`config.mk`:
```
export PLATFORM = sky130hd
export DESIGN_NAME = run_sequencer
export DESIGN_NICKNAME = d
export VERILOG_FILES = /design/src/rtl/run_sequencer.sv
export SDC_FILE = /design/constraint.sdc
export NUM_CORES = 1
export LEC_CHECK = 0
export BUFFER_PORTS_ARGS = -buffer_cell sky130_fd_sc_hd__buf_4
export CELL_PAD_IN_SITES_DETAIL_PLACEMENT = 0
export CELL_PAD_IN_SITES_GLOBAL_PLACEMENT = 1
export CORE_MARGIN = 2
export CORE_UTILIZATION = 42
export DETAILED_ROUTE_END_ITERATION = 8
export GPL_TIMING_DRIVEN = 0
export PLACE_DENSITY = 0.8
export SLEW_MARGIN = 10
export SYNTH_ARGS = -nofsm -noshare
export SYNTH_HDL_FRONTEND = slang
export SYNTH_SLANG_ARGS = --single-unit
```
`constraint.sdc`:
```
create_clock -name Clk -period 2.8 [get_ports Clk]
set_input_delay 0.14 -clock Clk [delete_from_list [all_inputs] [get_ports Clk]]
set_output_delay 0.14 -clock Clk [all_outputs]
set_load 0.02 [all_outputs]
```
`src/rtl/run_sequencer.sv`:
```
// Run controller for the 9-bit processor: converts the bench Start handshake
// into program launches, gates core execution and reports Done/Timeout.
module run_sequencer #(
  parameter int unsigned    A       = 10,
  parameter int unsigned    NPROG   = 3,
  parameter int unsigned    BASE0   = 0,
  parameter int unsigned    BASE1   = 100,
  parameter int unsigned    BASE2   = 200,
  parameter int unsigned    BASE3   = 300,
  parameter int unsigned    CW      = 16,
  parameter logic [CW-1:0]  TIMEOUT = 16'd50000
) (
  input  logic          Clk,
  input  logic          Reset_n,
  input  logic          Start,
  input  logic          HaltReq,
  output logic          PcLoad,
  output logic [A-1:0]  PcLoadAddr,
  output logic          CoreEn,
  output logic          Done,
  output logic          Timeout,
  output logic [1:0]    ProgIdx,
  output logic [CW-1:0] CycleCount
);

  localparam logic [2:0] S_IDLE  = 3'd0;
  localparam logic [2:0] S_ARMED = 3'd1;
  localparam logic [2:0] S_LOAD  = 3'd2;
  localparam logic [2:0] S_RUN   = 3'd3;
  localparam logic [2:0] S_DONE  = 3'd4;

  logic [2:0] state;
  logic       start_r;
  logic [1:0] next_idx;
  logic [1:0] next_idx_inc;
  logic       timeout_r;
  logic       rise;
  logic       fall;

  assign rise = Start & ~start_r;
  assign fall = ~Start & start_r;

  assign next_idx_inc = (next_idx == 2'(NPROG - 1)) ? '0 : next_idx + 2'd1;

  always_comb begin
    PcLoadAddr = A'(BASE0);
    case (ProgIdx)
      2'd1:    PcLoadAddr = A'(BASE1);
      2'd2:    PcLoadAddr = A'(BASE2);
      2'd3:    PcLoadAddr = A'(BASE3);
      default: PcLoadAddr = A'(BASE0);
    endcase
  end

  // Outputs decode from registered state only; Timeout is reported only in DONE.
  assign PcLoad  = (state == S_LOAD);
  assign CoreEn  = (state == S_RUN);
  assign Done    = (state == S_DONE);
  assign Timeout = timeout_r & (state == S_DONE);

  always_ff @(posedge Clk or negedge Reset_n) begin
    if (!Reset_n) begin
      state      <= S_IDLE;
      start_r    <= 1'b0;
      next_idx   <= '0;
      ProgIdx    <= '0;
      CycleCount <= '0;
      timeout_r  <= 1'b0;
    end else begin
      start_r <= Start;
      case (state)
        S_IDLE, S_DONE: begin
          if (rise) begin
            ProgIdx  <= next_idx;
            next_idx <= next_idx_inc;
            state    <= S_ARMED;
          end
        end
        S_ARMED: begin
          if (fall) state <= S_LOAD;
        end
        S_LOAD: begin
          CycleCount <= '0;
          timeout_r  <= 1'b0;
          state      <= S_RUN;
        end
        S_RUN: begin
          CycleCount <= CycleCount + 1'b1;
          // Halt takes priority over the cycle limit landing on the same edge.
          if (HaltReq) begin
            state <= S_DONE;
          end else if (CycleCount == TIMEOUT - 1'b1) begin
            state     <= S_DONE;
            timeout_r <= 1'b1;
          end
        end
        default: state <= S_IDLE;
      endcase
    end
  end

endmodule

```
==> flow_metrics.py, run 1 <==
metrics = {
    "outcome": {
        "status": "finished, final reports clean",
    },
    "sta": {
        "fin_hold_ws_ns": 0.168,
        "fmax_mhz": 472,
        "finalSetupTns_ns": 0,
        "slew_viol_final": 0,
        "worst_pin_slew_ns": 0.502,
        "fin_crit_sh_pct": 75.6,
        "final.setup_skew_ns": 0.00531,
        "relSlewSlack_pct": 66.3,
        "fin_crit_ns": 2.12,
        "setup_viol": 0,
        "rsz0062_at_grt": "no",
        "hold_violations": 0,
    },
    "power": {
        "p_leak_nw": 0.866,
        "power_density_nw_per_um2": 675,
        "pwr-share-seq_pct": 40.3,
        "sw_frac_of_total_pct": 42.4,
        "p_sw_mw": 0.508,
        "power.total_mw": 1.20,
        "power.internal_mw": 0.690,
        "pwr-share-comb_pct": 46.1,
        "ir_worst_vdd_v": 0.000241,
        "clkPwrFrac_pct": 13.6,
    },
    "die": {
        "die-height_um": 62.3,
        "rows": 21,
        "die_w_um": 62.3,
        "die_area_um2": 3880,
        "core_area_um2": 3310,
        "initial_utilization_pct": 43.1,
        "io_pins": 36,
    },
    "detailed_routing": {
        "antenna_left": 0,
        "remaining_drc_errors": 0,
        "viasPerCell": 5.23,
        "first_pass_iters": 4,
        "drt_iter0_markers": 75,
        "routedWlPerCell_um": 13.5,
        "wl_um": 3280,
        "via_count": 1272,
    },
    "clock_network": {
        "clk_latency_ns": 0.32,
        "clkSinkCount": 25,
        "path_clk_slew_ns": 0.13,
        "h-tree-depth": 1,
        "clockBufferDepth": 2,
        "cts_tree": "yes",
        "cts_made_buffers": 3,
        "clockRootBuffer": "clkbuf_4",
        "cts_resized": 0,
    },
    "worst_hold_path": {
        "hold_class": "primary input to register",
        "hold_end": "state[2]",
        "hp-start": "HaltReq",
        "hold_depth": 3,
    },
    "finish": {
        "fin_util_pct": 53.6,
        "drive_gt1_share_pct": 24.4,
        "final_nets": 209,
        "syn2layout_area_growth_pct": 24.4,
        "antenna_cells": 0,
    },
    "global_route": {
        "grtUsageTotal_pct": 18.0,
        "grt_max_degree": 26,
        "grt_antenna_before_repair": 0,
        "grt_pass1_wl_um": 5640,
        "grt-ovfl-total": 0,
        "grt_pass1_vias": 1194,
    },
    "setup_path": {
        "rrSetupSlack_ns": 0.68,
        "r2r_end": "CycleCount[12]",
        "startpoint_type": "register",
        "crit_type": "register to register",
        "end_kind": "register",
        "cp.required_ns": 3.06,
        "reg2reg_from": "CycleCount[0]",
        "cp.arrival_ns": 2.37,
        "rr_worst_depth": 6,
        "cp_max_fo": 7,
    },
    "yosys": {
        "synth_cell_type_count": 43,
        "ys_seq_elements": 25,
        "yosys_warnings": 0,
        "syn_area_um2": 1430,
        "ys_seq_area_share_pct": 43.9,
        "synth_edf_count": 0,
        "async_flop_share_pct": 100,
        "syn_avg_cell_area_um2": 9.09,
        "syn_inst": 157,
        "ys.flop_type": "dfrtp_1",
    },
    "placed_design": {
        "dp_hpwl_um": 2460,
        "port_buffers": 31,
        "gp_congestion": 0.791,
    },
    "job": {
        "maxCapViolCount": 0,
    },
}
==> kinds of logic (layout without fill, tap and decap cells) <==
kind of cell               Yosys count  in the layout  share of synthesized area [%]
and+or+nand+nor                     71             71                           26.3
other                                1              4                          0.263
adders and majority gates            7              7                           6.14
buffers and inverters               19             56                           7.54
DFF                                 25             25                           43.9
muxes                                1              1                          0.789
xor gates and xnor gates             2              2                           1.23
AOI/OAI and AO/OA                   31             31                           13.9
==> worst max path at each step <==
| stage | startpoint | endpoint | slack, ns | cells after the start |
|---|---|---|---|---|
| detailed placement | CycleCount[0] | CycleCount[12] | 0.72 | 6 |
| CTS | CycleCount[0] | CycleCount[12] | 0.68 | 6 |
| finish | CycleCount[0] | CycleCount[12] | 0.68 | 6 |
| global route | CycleCount[0] | CycleCount[14] | 0.55 | 6 |
| floorplan | CycleCount[0] | CycleCount[14] | 0.78 | 6 |
| global placement | CycleCount[0] | CycleCount[12] | 0.75 | 6 |
==> area by class of cell <==
cell class / instances / area, µm²
clock buffer: 4 / 26.3
inverter: 7 / 26.3
multi-input combinational: 116 / 704
timing repair buffer: 33 / 253
tap: 46 / 57.6
sequential: 25 / 626
fill: 348 / 1540
buffer: 12 / 81.3
==> metrics by stage <==
stage / setup WS [ns] / instance area [µm²] / instances
floorplan: 0.779 / 1440 / 160
detailed placement: 0.725 / 1730 / 237
global route: 0.551 / 1770 / 243
finish: 0.683 / 1770 / 243
CTS: 0.682 / 1770 / 243
global placement: 0.753 / 1730 / 237
==> Yosys cell counts (2+ instances only) <==
| cell | count | area [µm²] |
|---|---|---|
| a21oi_1 | 6 | 30.0 |
| dfrtp_1 | 25 | 626 |
| inv_2 | 2 | 7.51 |
| inv_1 | 5 | 18.8 |
| ha_1 | 7 | 87.6 |
| a21o_1 | 2 | 15.0 |
| nor3_1 | 4 | 20.0 |
| buf_6 | 2 | 22.5 |
| buf_4 | 5 | 37.5 |
| nand2_1 | 18 | 67.6 |
| nand3_1 | 13 | 65.1 |
| nor2_1 | 11 | 41.3 |
| nor4_1 | 2 | 12.5 |
| o21ai_1 | 2 | 10.0 |
| and3_1 | 3 | 18.8 |
| o21ai_0 | 9 | 45.0 |
| or3_1 | 3 | 18.8 |
| a41oi_1 | 2 | 17.5 |
| clkbuf_1 | 3 | 11.3 |
| o31ai_1 | 5 | 37.5 |
| or4_1 | 5 | 37.5 |
| buf_2 | 2 | 10.0 |
==> critical path, stage by stage, from the launching register on <==
cell	delay (ns)
dfrtp_1	0.45
ha_1	0.24
nand3_1	0.18
or3_4	0.42
buf_6	0.14
or4_1	0.47
a21oi_1	0.16
==> registers in the layout, summed over array words and instances (netlist names) <==
name / flops
CycleCount: 16
state: 3
ProgIdx: 2
next_idx: 2
start_r: 1
timeout_r: 1
==> what timing repair did <==
item / 4_1_cts / 5_1_grt
buffers inserted: 0 / 0
hold buffers: 2 / 0
hold endpoints to repair: 26 / 0
==> power by group through the flow <==
stage,sequential (mW),clock (mW),combinational (mW)
after floorplan,0.510,0,0.329
after global placement,0.486,0,0.536
after CTS,0.484,0.169,0.557
after detailed placement,0.492,0,0.553
after global routing,0.501,0.190,0.608
final,0.483,0.163,0.552
==> metal layers <==
| layer | up-vias | GRT usage, % | share of wire, % |
|---|---|---|---|
| li1 | 637 | - | - |
| met3 | 4 | 3.08 | 4.8 |
| met4 | 0 | 5.00 | 1.0 |
| met2 | 31 | 29.8 | 47 |
| met1 | 600 | 24.5 | 47 |
| met5 | - | 0 | 0 |
==> layout by cell type (no fill, tap or decap), drive strengths merged <==
cell	n
nor2b	1
nand4	1
a21o	2
o21ai	11
o311a	1
or3	4
a21oi	6
inv	7
o221ai	1
nand2	18
and3	3
xnor2	1
clkbuf	7
or4	5
nor4bb	1
dlygate4sd3	2
nor4	2
a221o	1
nand3	13
or2	3
o211ai	1
o31ai	5
and4b	1
ha	7
dfrtp	25
and2	1
nor2	11
conb	4
and4	1
a41oi	2
nand2b	1
xor2	1
mux2	1
buf	40
nor3	4
or4b	1
o22ai	1
No activity file was read; power rests on OpenSTA's default activity.
==> run 2: changes to the inputs <==
Settings changed: CORE_UTILIZATION 42 to 35, PLACE_DENSITY 0.8 to 0.71.
Clock period 2.8 ns to 1.8 ns, I/O delays scaled along.
==> run 2 against run 1 <==
- critical path depth down 2
- utilization down 5.2 points
- worst hold slack better by 0.015 ns
- first-iteration DRC count shrank 21%
- worst setup slack lost 0.66 ns
- total power rose by 70%
- die area is 19% higher
- sequential share of layout area down 2.4 points
- routed wire length grew 7.8%
- clock skew grew 0.0017 ns
- sequential power grew 56%
- combinational power increased by 72%
- critical endpoint is now CycleCount[13]
- largest cell class unchanged
==> flow_metrics.py, run 2 (same netlist as run 1, synthesis figures left out) <==
metrics = {
    "sta": {
        "finalSetupTns_ns": 0,
        "relSlewSlack_pct": 58.5,
        "worst_pin_slew_ns": 0.620,
        "final.setup_skew_ns": 0.00703,
        "setup_ws_ns": 0.0271,
        "setup_viol": 0,
        "fin_crit_ns": 1.77,
        "fin_hold_ws_ns": 0.183,
        "slew_viol_final": 0,
        "fmax_mhz": 564,
        "fin_crit_sh_pct": 98.5,
        "hold_violations": 0,
        "rsz0062_at_grt": "no",
    },
    "detailed_routing": {
        "remaining_drc_errors": 0,
        "antenna_left": 0,
        "first_pass_iters": 4,
        "drt_iter0_markers": 59,
        "routedWlPerCell_um": 13.8,
        "wl_um": 3540,
        "via_count": 1330,
        "viasPerCell": 5.20,
    },
    "finish": {
        "final_nets": 218,
        "largest_reg_flops": 16,
        "syn2layout_area_growth_pct": 34.8,
        "top_regs": "CycleCount (16), state (3)",
        "regArea_um2": 632,
        "drive_gt1_share_pct": 35.0,
        "fin_util_pct": 48.4,
        "final_cells": 256,
        "antenna_cells": 0,
        "final_cell_mix": "buf_4, dfrtp_1, nand2_1",
        "layout_commonest_cell": "buf_4",
        "fill_cells": 399,
        "multi_input_area_um2": 757,
        "top_register": "CycleCount",
    },
    "global_route": {
        "grt_pass1_vias": 1197,
        "grt-ovfl-total": 0,
        "grt_max_degree": 26,
        "grt_pass1_wl_um": 5730,
        "grtUsageTotal_pct": 16.7,
        "grt_antenna_before_repair": 0,
    },
    "power": {
        "sw_frac_of_total_pct": 40.8,
        "p_sw_mw": 0.831,
        "clkPwrFrac_pct": 16.2,
        "ir_worst_vdd_v": 0.000346,
        "pwr-share-seq_pct": 37.0,
        "p_leak_nw": 0.920,
        "power.internal_mw": 1.21,
        "pwr-share-comb_pct": 46.7,
        "power_density_nw_per_um2": 1060,
    },
    "clock_network": {
        "cts_made_buffers": 3,
        "clockRootBuffer": "clkbuf_8",
        "clockBufferDepth": 2,
        "clkSinkCount": 25,
        "clk_latency_ns": 0.27,
        "path_clk_slew_ns": 0.09,
        "cts_tree": "yes",
        "h-tree-depth": 1,
    },
    "placed_design": {
        "placed_cells": 241,
        "port_buffers": 31,
        "gp_congestion": 0.719,
        "preCtsSetupSlack_ns": -0.125,
        "dp_hpwl_um": 2500,
    },
    "die": {
        "initial_utilization_pct": 35.9,
        "core_area_um2": 3970,
        "die_w_um": 67.8,
        "die_area_um2": 4600,
        "die-height_um": 67.8,
        "rows": 23,
        "io_pins": 36,
    },
    "setup_path": {
        "rrSetupSlack_ns": 0.03,
        "cpPeakStageDelay_ns": 0.48,
        "cp_max_fo": 4,
        "cp.required_ns": 2.00,
        "startpoint_type": "register",
        "cp.arrival_ns": 1.98,
        "end_kind": "register",
        "path_cells": "and4_4, or4b_4, or4_1, nand3_1",
        "crit_slowest_cell": "or4b_4",
        "crit_type": "register to register",
    },
    "job": {
        "maxCapViolCount": 0,
    },
    "outcome": {
        "status": "finished, final reports clean",
    },
    "worst_hold_path": {
        "hold_class": "primary input to register",
    },
}
[run 2: worst max-delay path: cells and delay by family (launching register included)]
kind,cells,cell delay [ns]
and+or+nand+nor,4,1.29
DFF,1,0.42
[run 2: final timing paths]
check,start,end,cells after the start
worst max-delay path,CycleCount[0],CycleCount[13],4
worst min-delay path,HaltReq,state[2],3
worst max register to register,CycleCount[0],CycleCount[13],4
worst min register to register,timeout_r,timeout_r,2
max in group asynchronous,Reset_n,CycleCount[3],2
min in group asynchronous,Reset_n,CycleCount[14],2
[run 2: what timing repair did]
item                       in CTS  in global routing
setup buffers                  13                  0
resized for setup               3                  6
hold buffers                    2                  0
cloned                          0                  0
pin swaps                       5                  5
hold endpoints to repair       26                  0
setup endpoints to repair       6                  4
[run 2: power by group through the flow]
stage	Clock (mW)	Sequential, mW	Combinational, mW
final	0.331	0.755	0.952
after global routing	0.363	0.771	1.05
after CTS	0.350	0.754	0.950
after detailed placement	0	0.780	0.873
after global placement	0	0.771	0.855
after floorplan	0	0.808	0.521
[run 2: per-stage QoR]
stage | power [mW] | instance area [µm²]
floorplan | 1.33 | 1470
global placement | 1.63 | 1770
detailed placement | 1.65 | 1770
CTS | 2.05 | 1920
global route | 2.18 | 1920
finish | 2.04 | 1920
[run 2: cell type report]
cell class / count / share of cell area (%)
multi-input combinational: 116 / 39.4
sequential: 25 / 32.9
timing repair buffer: 46 / 18.2
tap: 50 / 3.25
buffer: 8 / 2.60
clock buffer: 4 / 2.34
inverter: 7 / 1.37
[run 2: layer usage]
layer	GRT usage, %	share of wire [%]	vias to the layer above
li1	-	-	651
met1	22.6	47	651
met2	26.6	48	24
met3	2.80	4.3	4
met4	6.75	1.5	0
met5	0	0	-
